File: src/rtl/lea_pkg.sv
// Purpose: shared constants and FSM state type for the LEA nibble-serial subtract scheduler.
// Latency: n/a (declarations only).
// Backpressure: n/a.
package lea_pkg;

    localparam int LEA_WORD_W = 32;
    localparam int LEA_DIG_W  = 4;
    localparam int LEA_NDIG   = LEA_WORD_W / LEA_DIG_W;

    typedef enum logic [1:0] {
        IDLE = 2'd0,
        RUN  = 2'd1,
        DONE = 2'd2
    } state_t;

endpackage : lea_pkg

File: src/rtl/lea_digit_sub.sv
// Purpose: one DIG_W-bit digit of a borrow-chained subtractor, {bout, d} = a - b - bin.
// Latency: purely combinational, zero cycles.
// Backpressure: none; no handshake.
//
// Ports:
//   a, b  : minuend / subtrahend digit
//   bin   : borrow in from the previous (less significant) digit
//   d     : difference digit
//   bout  : borrow out, 1 when a < b + bin
module lea_digit_sub #(
    parameter int DIG_W = 4
) (
    input  logic [DIG_W-1:0] a,
    input  logic [DIG_W-1:0] b,
    input  logic             bin,
    output logic [DIG_W-1:0] d,
    output logic             bout
);

    // A one-bit extension catches the borrow: the top bit of the result goes
    // high exactly when the unsigned difference would be negative.
    always_comb begin
        {bout, d} = {1'b0, a} - {1'b0, b} - {{DIG_W{1'b0}}, bin};
    end

endmodule : lea_digit_sub

File: src/rtl/lea_sub_sched.sv
// Purpose: shares one digit subtractor between two requesters, computing (A - B) mod 2^WORD_W digit-serially.
// Latency: result valid NDIG cycles after the grant edge; minimum issue interval NDIG+2 cycles.
// Backpressure: result held in DONE until res_ready; no request accepted while busy or result unconsumed.
//
// Ports:
//   clk, rst              : rising-edge clock, synchronous active-high reset
//   req_valid / req_ready : per-requester handshake (bit i = requester i), ready is one-hot or zero
//   req_a0/req_b0,
//   req_a1/req_b1         : operands of requester 0 / 1, sampled only on the grant edge
//   res_valid / res_ready : result handshake
//   res_data              : (A - B) mod 2^WORD_W
//   res_borrow            : final borrow, 1 when A < B unsigned
//   res_id                : requester that issued the result
module lea_sub_sched
    import lea_pkg::*;
#(
    parameter int WORD_W = LEA_WORD_W,
    parameter int DIG_W  = LEA_DIG_W
) (
    input  logic              clk,
    input  logic              rst,
    input  logic [1:0]        req_valid,
    output logic [1:0]        req_ready,
    input  logic [WORD_W-1:0] req_a0,
    input  logic [WORD_W-1:0] req_b0,
    input  logic [WORD_W-1:0] req_a1,
    input  logic [WORD_W-1:0] req_b1,
    output logic              res_valid,
    input  logic              res_ready,
    output logic [WORD_W-1:0] res_data,
    output logic              res_borrow,
    output logic              res_id
);

    // The shift datapath below assumes at least two digits per word.
    localparam int NDIG  = WORD_W / DIG_W;
    localparam int CNT_W = (NDIG > 1) ? $clog2(NDIG) : 1;
    localparam logic [CNT_W-1:0] LAST_CNT = CNT_W'(NDIG - 1);

    state_t            state_q, state_d;
    logic [CNT_W-1:0]  cnt_q, cnt_d;
    logic [WORD_W-1:0] a_q, a_d;
    logic [WORD_W-1:0] b_q, b_d;
    logic [WORD_W-1:0] res_data_q, res_data_d;
    logic              borrow_q, borrow_d;
    logic              res_id_q, res_id_d;
    logic              last_grant_q, last_grant_d;

    logic [1:0]        gnt;
    logic [DIG_W-1:0]  dig_d;
    logic              dig_bout;

    // Operands are shifted right each RUN cycle, so the current digit is
    // always the low digit of the registers; cnt only tracks progress.
    lea_digit_sub #(
        .DIG_W (DIG_W)
    ) u_digit_sub (
        .a    (a_q[DIG_W-1:0]),
        .b    (b_q[DIG_W-1:0]),
        .bin  (borrow_q),
        .d    (dig_d),
        .bout (dig_bout)
    );

    // Round-robin arbiter: on a tie, the requester not granted last wins;
    // a lone requester wins regardless of history.
    always_comb begin
        gnt = 2'b00;
        if (state_q == IDLE && !rst) begin
            gnt[0] = req_valid[0] & (~req_valid[1] | last_grant_q);
            gnt[1] = req_valid[1] & (~req_valid[0] | ~last_grant_q);
        end
    end

    assign req_ready  = gnt;
    assign res_valid  = (state_q == DONE);
    assign res_data   = res_data_q;
    assign res_borrow = borrow_q;
    assign res_id     = res_id_q;

    always_comb begin
        state_d      = state_q;
        cnt_d        = cnt_q;
        a_d          = a_q;
        b_d          = b_q;
        res_data_d   = res_data_q;
        borrow_d     = borrow_q;
        res_id_d     = res_id_q;
        last_grant_d = last_grant_q;

        unique case (state_q)
            IDLE: begin
                if (gnt[0]) begin
                    a_d = req_a0;
                    b_d = req_b0;
                end else if (gnt[1]) begin
                    a_d = req_a1;
                    b_d = req_b1;
                end
                if (|gnt) begin
                    cnt_d        = '0;
                    borrow_d     = 1'b0;
                    res_id_d     = gnt[1];
                    last_grant_d = gnt[1];
                    state_d      = RUN;
                end
            end
            RUN: begin
                a_d        = a_q >> DIG_W;
                b_d        = b_q >> DIG_W;
                // New digit enters at the top; after NDIG shifts digit 0
                // has reached the bottom of the word.
                res_data_d = {dig_d, res_data_q[WORD_W-1:DIG_W]};
                borrow_d   = dig_bout;
                cnt_d      = cnt_q + CNT_W'(1);
                if (cnt_q == LAST_CNT) begin
                    cnt_d   = '0;
                    state_d = DONE;
                end
            end
            DONE: begin
                if (res_ready) begin
                    state_d = IDLE;
                end
            end
            default: begin
                state_d = IDLE;
            end
        endcase
    end

    always_ff @(posedge clk) begin
        if (rst) begin
            state_q      <= IDLE;
            cnt_q        <= '0;
            a_q          <= '0;
            b_q          <= '0;
            res_data_q   <= '0;
            borrow_q     <= 1'b0;
            res_id_q     <= 1'b0;
            last_grant_q <= 1'b1;
        end else begin
            state_q      <= state_d;
            cnt_q        <= cnt_d;
            a_q          <= a_d;
            b_q          <= b_d;
            res_data_q   <= res_data_d;
            borrow_q     <= borrow_d;
            res_id_q     <= res_id_d;
            last_grant_q <= last_grant_d;
        end
    end

endmodule : lea_sub_sched

File: config.mk
export PLATFORM = sky130hd
export DESIGN_NAME = lea_sub_sched
export DESIGN_NICKNAME = d
export VERILOG_FILES = /design/src/rtl/lea_pkg.sv /design/src/rtl/lea_digit_sub.sv /design/src/rtl/lea_sub_sched.sv
export SDC_FILE = /design/constraint.sdc
export NUM_CORES = 1
export LEC_CHECK = 0
export CAP_MARGIN = 20
export CORE_ASPECT_RATIO = 0.7
export CORE_MARGIN = 2
export CORE_UTILIZATION = 48
export CTS_CLUSTER_SIZE = 14
export DETAILED_ROUTE_END_ITERATION = 8
export PLACE_DENSITY_LB_ADDON = 0.25
export SLEW_MARGIN = 20
export SYNTH_ARGS = -nofsm -noshare
export SYNTH_HDL_FRONTEND = slang
export SYNTH_SLANG_ARGS = --single-unit
File: constraint.sdc
create_clock -name clk -period 4.96 [get_ports clk]
set_input_delay 0.992 -clock clk [delete_from_list [all_inputs] [get_ports clk]]
set_output_delay 0.992 -clock clk [all_outputs]
set_load 0.01 [all_outputs]
==> run metrics, run 1 <==
CTS buffer count=9; max-slew violations=0; H-Tree Depth=3; hold path cells=2; first-pass GRT wire length=19,800 um; GRT Total Usage=0.243; worst-case clock buffer depth=2; setup ws final=1510 ps; area added between synthesis and finish=44.7%; routed vias=4,241; Total Power=1.99 mW; Leak=2.61 nW; hold_buf cts=0; Setup crit start kind=input pin; CTS tree=yes; Die Width=120 um; Final Hold Vio Count=0; share of flip-flops with an asynchronous set or reset=0; # DRC=0; Post-CTS Setup Bufs=0; final worst path period share=0.696; Flop pwr share=0.471; layout filler cell count=708; fin crit period=3450 ps; Max VDD drop=0.190 mV; largest cells by area after synthesis=dfxtp_1 46%, mux2i_1 12%, a22oi_1 9.5%, nand2_1 5.9%, a21oi_1 5.4%; Int Power=1.48 mW; number of global-route vias before repair=4,010; die height=85.2 um; final core occ=0.719; CP endpoint kind=primary output; IO Pins=170; Final HPWL DP=8990 um; GR Overflow Total=0; HP Class=register to register; syn avg cell area=9.05 um^2; WL per Instance=16.0 um; worst relative slew slack=0.247; R2R cell count=5; MaxCap Viol Count=0; final setup TNS=0 ps; flops & latches, synth=104; Mapped Area=4520 um^2; Via density=5.49; Nets=785; Logic pwr share=0.171; power density over the cells=305 nW/um^2; most frequent cells in the layout=168 x clkdlybuf4s50_1, 104 x dfxtp_1, 71 x nand2_1; Sw Share=0.258; cell count after synthesis=500; yosys warns=0; dpl ws=1500 ps; final setup fails=0; Mapped Nets=641; CP required=3970 ps; Worst Tran Pin Value=1130 ps; antenna cells=0; Post-CTS Resized=0; total wire length=12,400 um; crit path DAT=2460 ps; sequential-to-total area share from yosys stat=0.460; # rows=29; initial antenna violation count=0; CTS Sinks=104; RSZ-0062 raised after global routing=no; Final Wtd Congestion=0.793; most common cell after layout, fill and taps aside=clkdlybuf4s50_1; latest clock arrival within the worst-skew pair=340 ps; DRT antenna net count=0; Clock power frac=0.358; core area=9110 um^2; Crit Path Category=input pin to primary output; dominant cell type by area after synthesis=dfxtp_1; fmax=0.290 GHz; Port Buf Inserts=169; library cells used by synthesis=33; ys flop type=dfxtp_1; Reg clk slew, reported paths=70 ps; status=completed; initial drt markers=333; CP max FO=9; initial core utilization=0.497; die area=10,200 um^2; Post-Route Skew=7.63 ps; share of layout cells above drive strength 1=0.0447; EDFF count, synth=0; 1st-pass router iterations=5; share of the synthesized area in the top cell type=0.460; largest net degree at the start of global routing=67; clock root cell=clkbuf_16; NetSw=0.513 mW
## through the flow
| stage | cells | hold WS [ps] | cell area (um^2) |
|---|---|---|---|
| after detailed placement | 757 | 449 | 6240 |
| after global placement | 757 | 440 | 6240 |
| after global routing | 773 | 470 | 6540 |
| after floorplan | 500 | 448 | 4520 |
| final | 773 | 456 | 6540 |
| after CTS | 773 | 459 | 6540 |
## routing by layer
metal / routed length (um) / global-route usage
met4: 77 / 0.0406
met3: 939 / 0.0578
met1: 5540 / 0.329
met2: 5820 / 0.406
met5: 0 / 0
## critical path, cell delays in order
cell,delay (ps)
clkdlybuf4s50_1,520
nand2b_1,170
nand3_4,80
inv_2,140
clkdlybuf4s50_1,550
## layout make-up
cell class	instances	area, um^2	area share
clock buffer	10	229	0.0350
timing repair buffer	174	1720	0.263
inverter	13	48.8	0.00746
multi-input combinational	342	2230	0.341
tap	124	155	0.0237
clock inverter	6	73.8	0.0113
sequential	104	2080	0.318
## worst paths after layout
kind | startpoint | endpoint | slack [ps]
hold reg to reg | res_data[3]$_SDFFE_PP0P_ | res_data[3]$_SDFFE_PP0P_ | 460
hold / removal | res_data[3]$_SDFFE_PP0P_ | res_data[3]$_SDFFE_PP0P_ | 460
setup reg to reg | state_q[1]$_SDFFE_PP0P_ | a_q[22]$_SDFFE_PP0P_ | 2750
setup / recovery | req_valid[1] | req_ready[0] | 1510
## flip-flops by register name, indices dropped and copies added, names as in the netlist
name,count
res_data,32
b_q,32
res_id,1
res_borrow,1
a_q,32
state_q,2
last_grant_q,1
cnt_q,3
## cell usage after synthesis, types with 2 or more instances
cell	number
o21ai_1	5
nand2_1	71
clkbuf_1	18
buf_2	16
and3_1	2
a21oi_1	49
buf_6	3
nor2_1	7
inv_1	12
dfxtp_1	104
nand3_1	4
fa_1	2
a211oi_1	3
o22ai_1	25
xnor2_1	2
mux2i_1	56
o21a_1	2
a22oi_1	57
nand2b_1	3
o21ai_0	36
buf_1	3
nor3_1	3
ha_1	6
nor2b_1	2
## power by group through the flow
stage | registers [mW] | clock network (mW) | logic, mW
2_1_floorplan | 0.941 | 0 | 0.181
3_3_place_gp | 0.953 | 0 | 0.329
3_5_place_dp | 0.955 | 0 | 0.340
4_1_cts | 0.937 | 0.722 | 0.343
5_1_grt | 0.944 | 0.763 | 0.374
6_report | 0.939 | 0.713 | 0.341
## logic make-up after synthesis
| group | after synthesis | share of synthesized area |
|---|---|---|
| compound gates | 182 | 0.246 |
| mux | 56 | 0.124 |
| buf+inv | 54 | 0.0550 |
| xor+xnor | 2 | 0.00387 |
| simple gates | 94 | 0.0858 |
| fa+ha+maj | 8 | 0.0254 |
| flops | 104 | 0.460 |
Power figures use the tool's default switching activity.
==> inputs of run 2 (changes only) <==
--- a/config.mk
+++ b/config.mk
@@ -8,7 +8,7 @@
 export CAP_MARGIN = 20
 export CORE_ASPECT_RATIO = 0.7
 export CORE_MARGIN = 2
-export CORE_UTILIZATION = 48
+export CORE_UTILIZATION = 40
 export CTS_CLUSTER_SIZE = 14
 export DETAILED_ROUTE_END_ITERATION = 8
 export PLACE_DENSITY_LB_ADDON = 0.25
==> constraint.sdc (replaced) <==
create_clock -name clk -period 2.85 [get_ports clk]
set_input_delay 0.57 -clock clk [delete_from_list [all_inputs] [get_ports clk]]
set_output_delay 0.57 -clock clk [all_outputs]
set_load 0.01 [all_outputs]
==> run 2 against run 1 <==
Net effect:
- total power is 75% higher
- count of clock-buffer cells in the layout is 1 lower
- critical path depth stayed put
- critical path type unchanged
- sequential share of layout area is 0.38 points lower
- combinational power is 76% higher
- worst hold slack better by 7.5 ps
- sequential cell count stayed put
- sequential power is 74% higher
- first-iteration DRC count is 22% lower
- design area is 1.2% higher
- register-to-register slack worse by 1800 ps
- largest cell class unchanged
==> run metrics, run 2 (synthesis results as in run 1) <==
most common cell after layout, fill and taps aside=clkdlybuf4s50_1; CTS tree=yes; Post-CTS Resized=0 (unchanged); Die Width=131 um (+9.2%); # rows=32 (+10%); Routed met1 length=5980 um (+7.9%); NetSw=0.902 mW (+76%); DR WL met2=5650 um (-2.9%); CTS buffer count=9 (unchanged); IO Pins=170 (unchanged); die height=93.0 um (+9.1%); CP max FO=9 (unchanged); CP endpoint kind=primary output; status=completed; clock root cell=clkbuf_16; 1st-pass router iterations=4 (-1); routed vias=4,173 (-1.6%); Nets=788 (+0.38%); initial antenna violation count=0 (unchanged); CTS Sinks=104 (unchanged); core area=11,000 um^2 (+21%); Logic pwr share=0.173 (+0.002); # DRC=0 (unchanged); H-Tree Depth=3 (unchanged); slowest CP cell=clkdlybuf4s50_1; fin crit period=2640 ps; crit path DAT=2070 ps (-390 ps); Int Power=2.58 mW (+74%); Port Buf Inserts=169 (unchanged); hold_ws=464 ps (+7.53 ps); final setup TNS=0 ps (unchanged); first-pass GRT wire length=19,800 um (+0.17%); final setup fails=0 (unchanged); Final Wtd Congestion=0.759 (-4.3%); metal3 WL=768 um (-18%); Post-CTS Setup Bufs=0 (unchanged); Crit Path Category=input pin to primary output; DRT antenna net count=0 (unchanged); die area=12,200 um^2 (+19%); initial drt markers=260 (-22%); fmax=0.379 GHz; Final Hold Vio Count=0 (unchanged); RSZ-0062 raised after global routing=no; Reg clk slew, reported paths=70 ps (about the same); latest clock arrival within the worst-skew pair=340 ps (about the same); area added between synthesis and finish=46.4%; final worst path period share=0.926; hold_buf cts=0 (unchanged); HP Class=register to register; Sw Share=0.259 (+0.00180); most used cell, CP=clkdlybuf4s50_1; max-slew violations=0 (unchanged); Setup crit start kind=input pin; Max VDD drop=0.311 mV (+64%); Worst Tran Pin Value=696 ps (-433 ps); share of layout cells above drive strength 1=0.0506 (+0.00593); Final HPWL DP=9270 um (+3.2%); total wire length=12,500 um (+0.99%); Leak=2.63 nW (+0.90%); Post-Route Skew=6.60 ps (-1.03 ps); power density over the cells=525 nW/um^2 (+72%); worst-case clock buffer depth=2 (unchanged); GR Overflow Total=0 (unchanged); MaxCap Viol Count=0 (unchanged); Clock power frac=0.358 (about the same); worst relative slew slack=0.536 (+0.289); WL per Instance=15.5 um (-3.0%); Flop pwr share=0.469 (-0.002); antenna cells=0 (unchanged); largest net degree at the start of global routing=70 (+4.5%); number of global-route vias before repair=3,973 (-0.92%); final core occ=0.602 (-0.117); GRT Total Usage=0.209 (-0.0349); top layer in use=met4; crit-path cells=clkdlybuf4s50_1 -> nand2b_1 -> nand3_4 -> inv_2 -> clkdlybuf4s50_1; initial core utilization=0.411 (-0.0858); CP required=2280 ps (-1690 ps); Via density=5.18 (-5.5%); slowest stage delay, CP=550 ps (about the same); most frequent cells in the layout=168 x clkdlybuf4s50_1, 104 x dfxtp_1, 71 x nand2_1
[run 2: layout make-up]
type	count	area (um^2)
Clock buffer	9	225
Timing Repair Buffer	177	1770
Multi-Input combinational cell	342	2230
Sequential cell	104	2080
Clock inverter	7	78.8
Tap cell	153	191
Inverter	13	48.8
Fill cell	945	4390
[run 2: worst max-delay path, delay by kind of cell]
kind,cells,cell delay (ps)
AND/OR/NAND/NOR,2,280
buffers and inverters,3,1220
[run 2: final timing paths]
path	from	to	slack, ps	cells past startpoint
hold reg to reg	res_data[24]$_SDFFE_PP0P_	res_data[20]$_SDFFE_PP0P_	460	2
hold / removal	res_data[24]$_SDFFE_PP0P_	res_data[20]$_SDFFE_PP0P_	460	2
setup reg to reg	a_q[0]$_SDFFE_PP0P_	res_borrow$_SDFFE_PP0P_	1000	7
setup / recovery	req_valid[1]	req_ready[0]	210	5
[run 2: per-stage QoR]
step | power (mW) | worst slack [ps] | instances | area (um^2)
CTS | 3.51 | 210 | 805 | 6620
detailed placement | 2.27 | 215 | 789 | 6320
finish | 3.48 | 210 | 805 | 6620
floorplan | 1.95 | 1070 | 500 | 4520
global placement | 2.25 | 255 | 789 | 6320
global route | 3.64 | 122 | 805 | 6620
[run 2: metal layers]
metal / global-route usage / vias to the layer above
li1: - / 2103
met1: 0.293 / 1938
met2: 0.331 / 123
met3: 0.0452 / 9
met4: 0.0408 / 0
met5: 0 / -
[run 2: power by group through the flow]
| stage | registers [mW] | clock network, mW | logic, mW |
|---|---|---|---|
| floorplan | 1.64 | 0 | 0.315 |
| global placement | 1.66 | 0 | 0.588 |
| detailed placement | 1.66 | 0 | 0.602 |
| CTS | 1.63 | 1.28 | 0.606 |
| global route | 1.64 | 1.34 | 0.664 |
| finish | 1.63 | 1.25 | 0.601 |
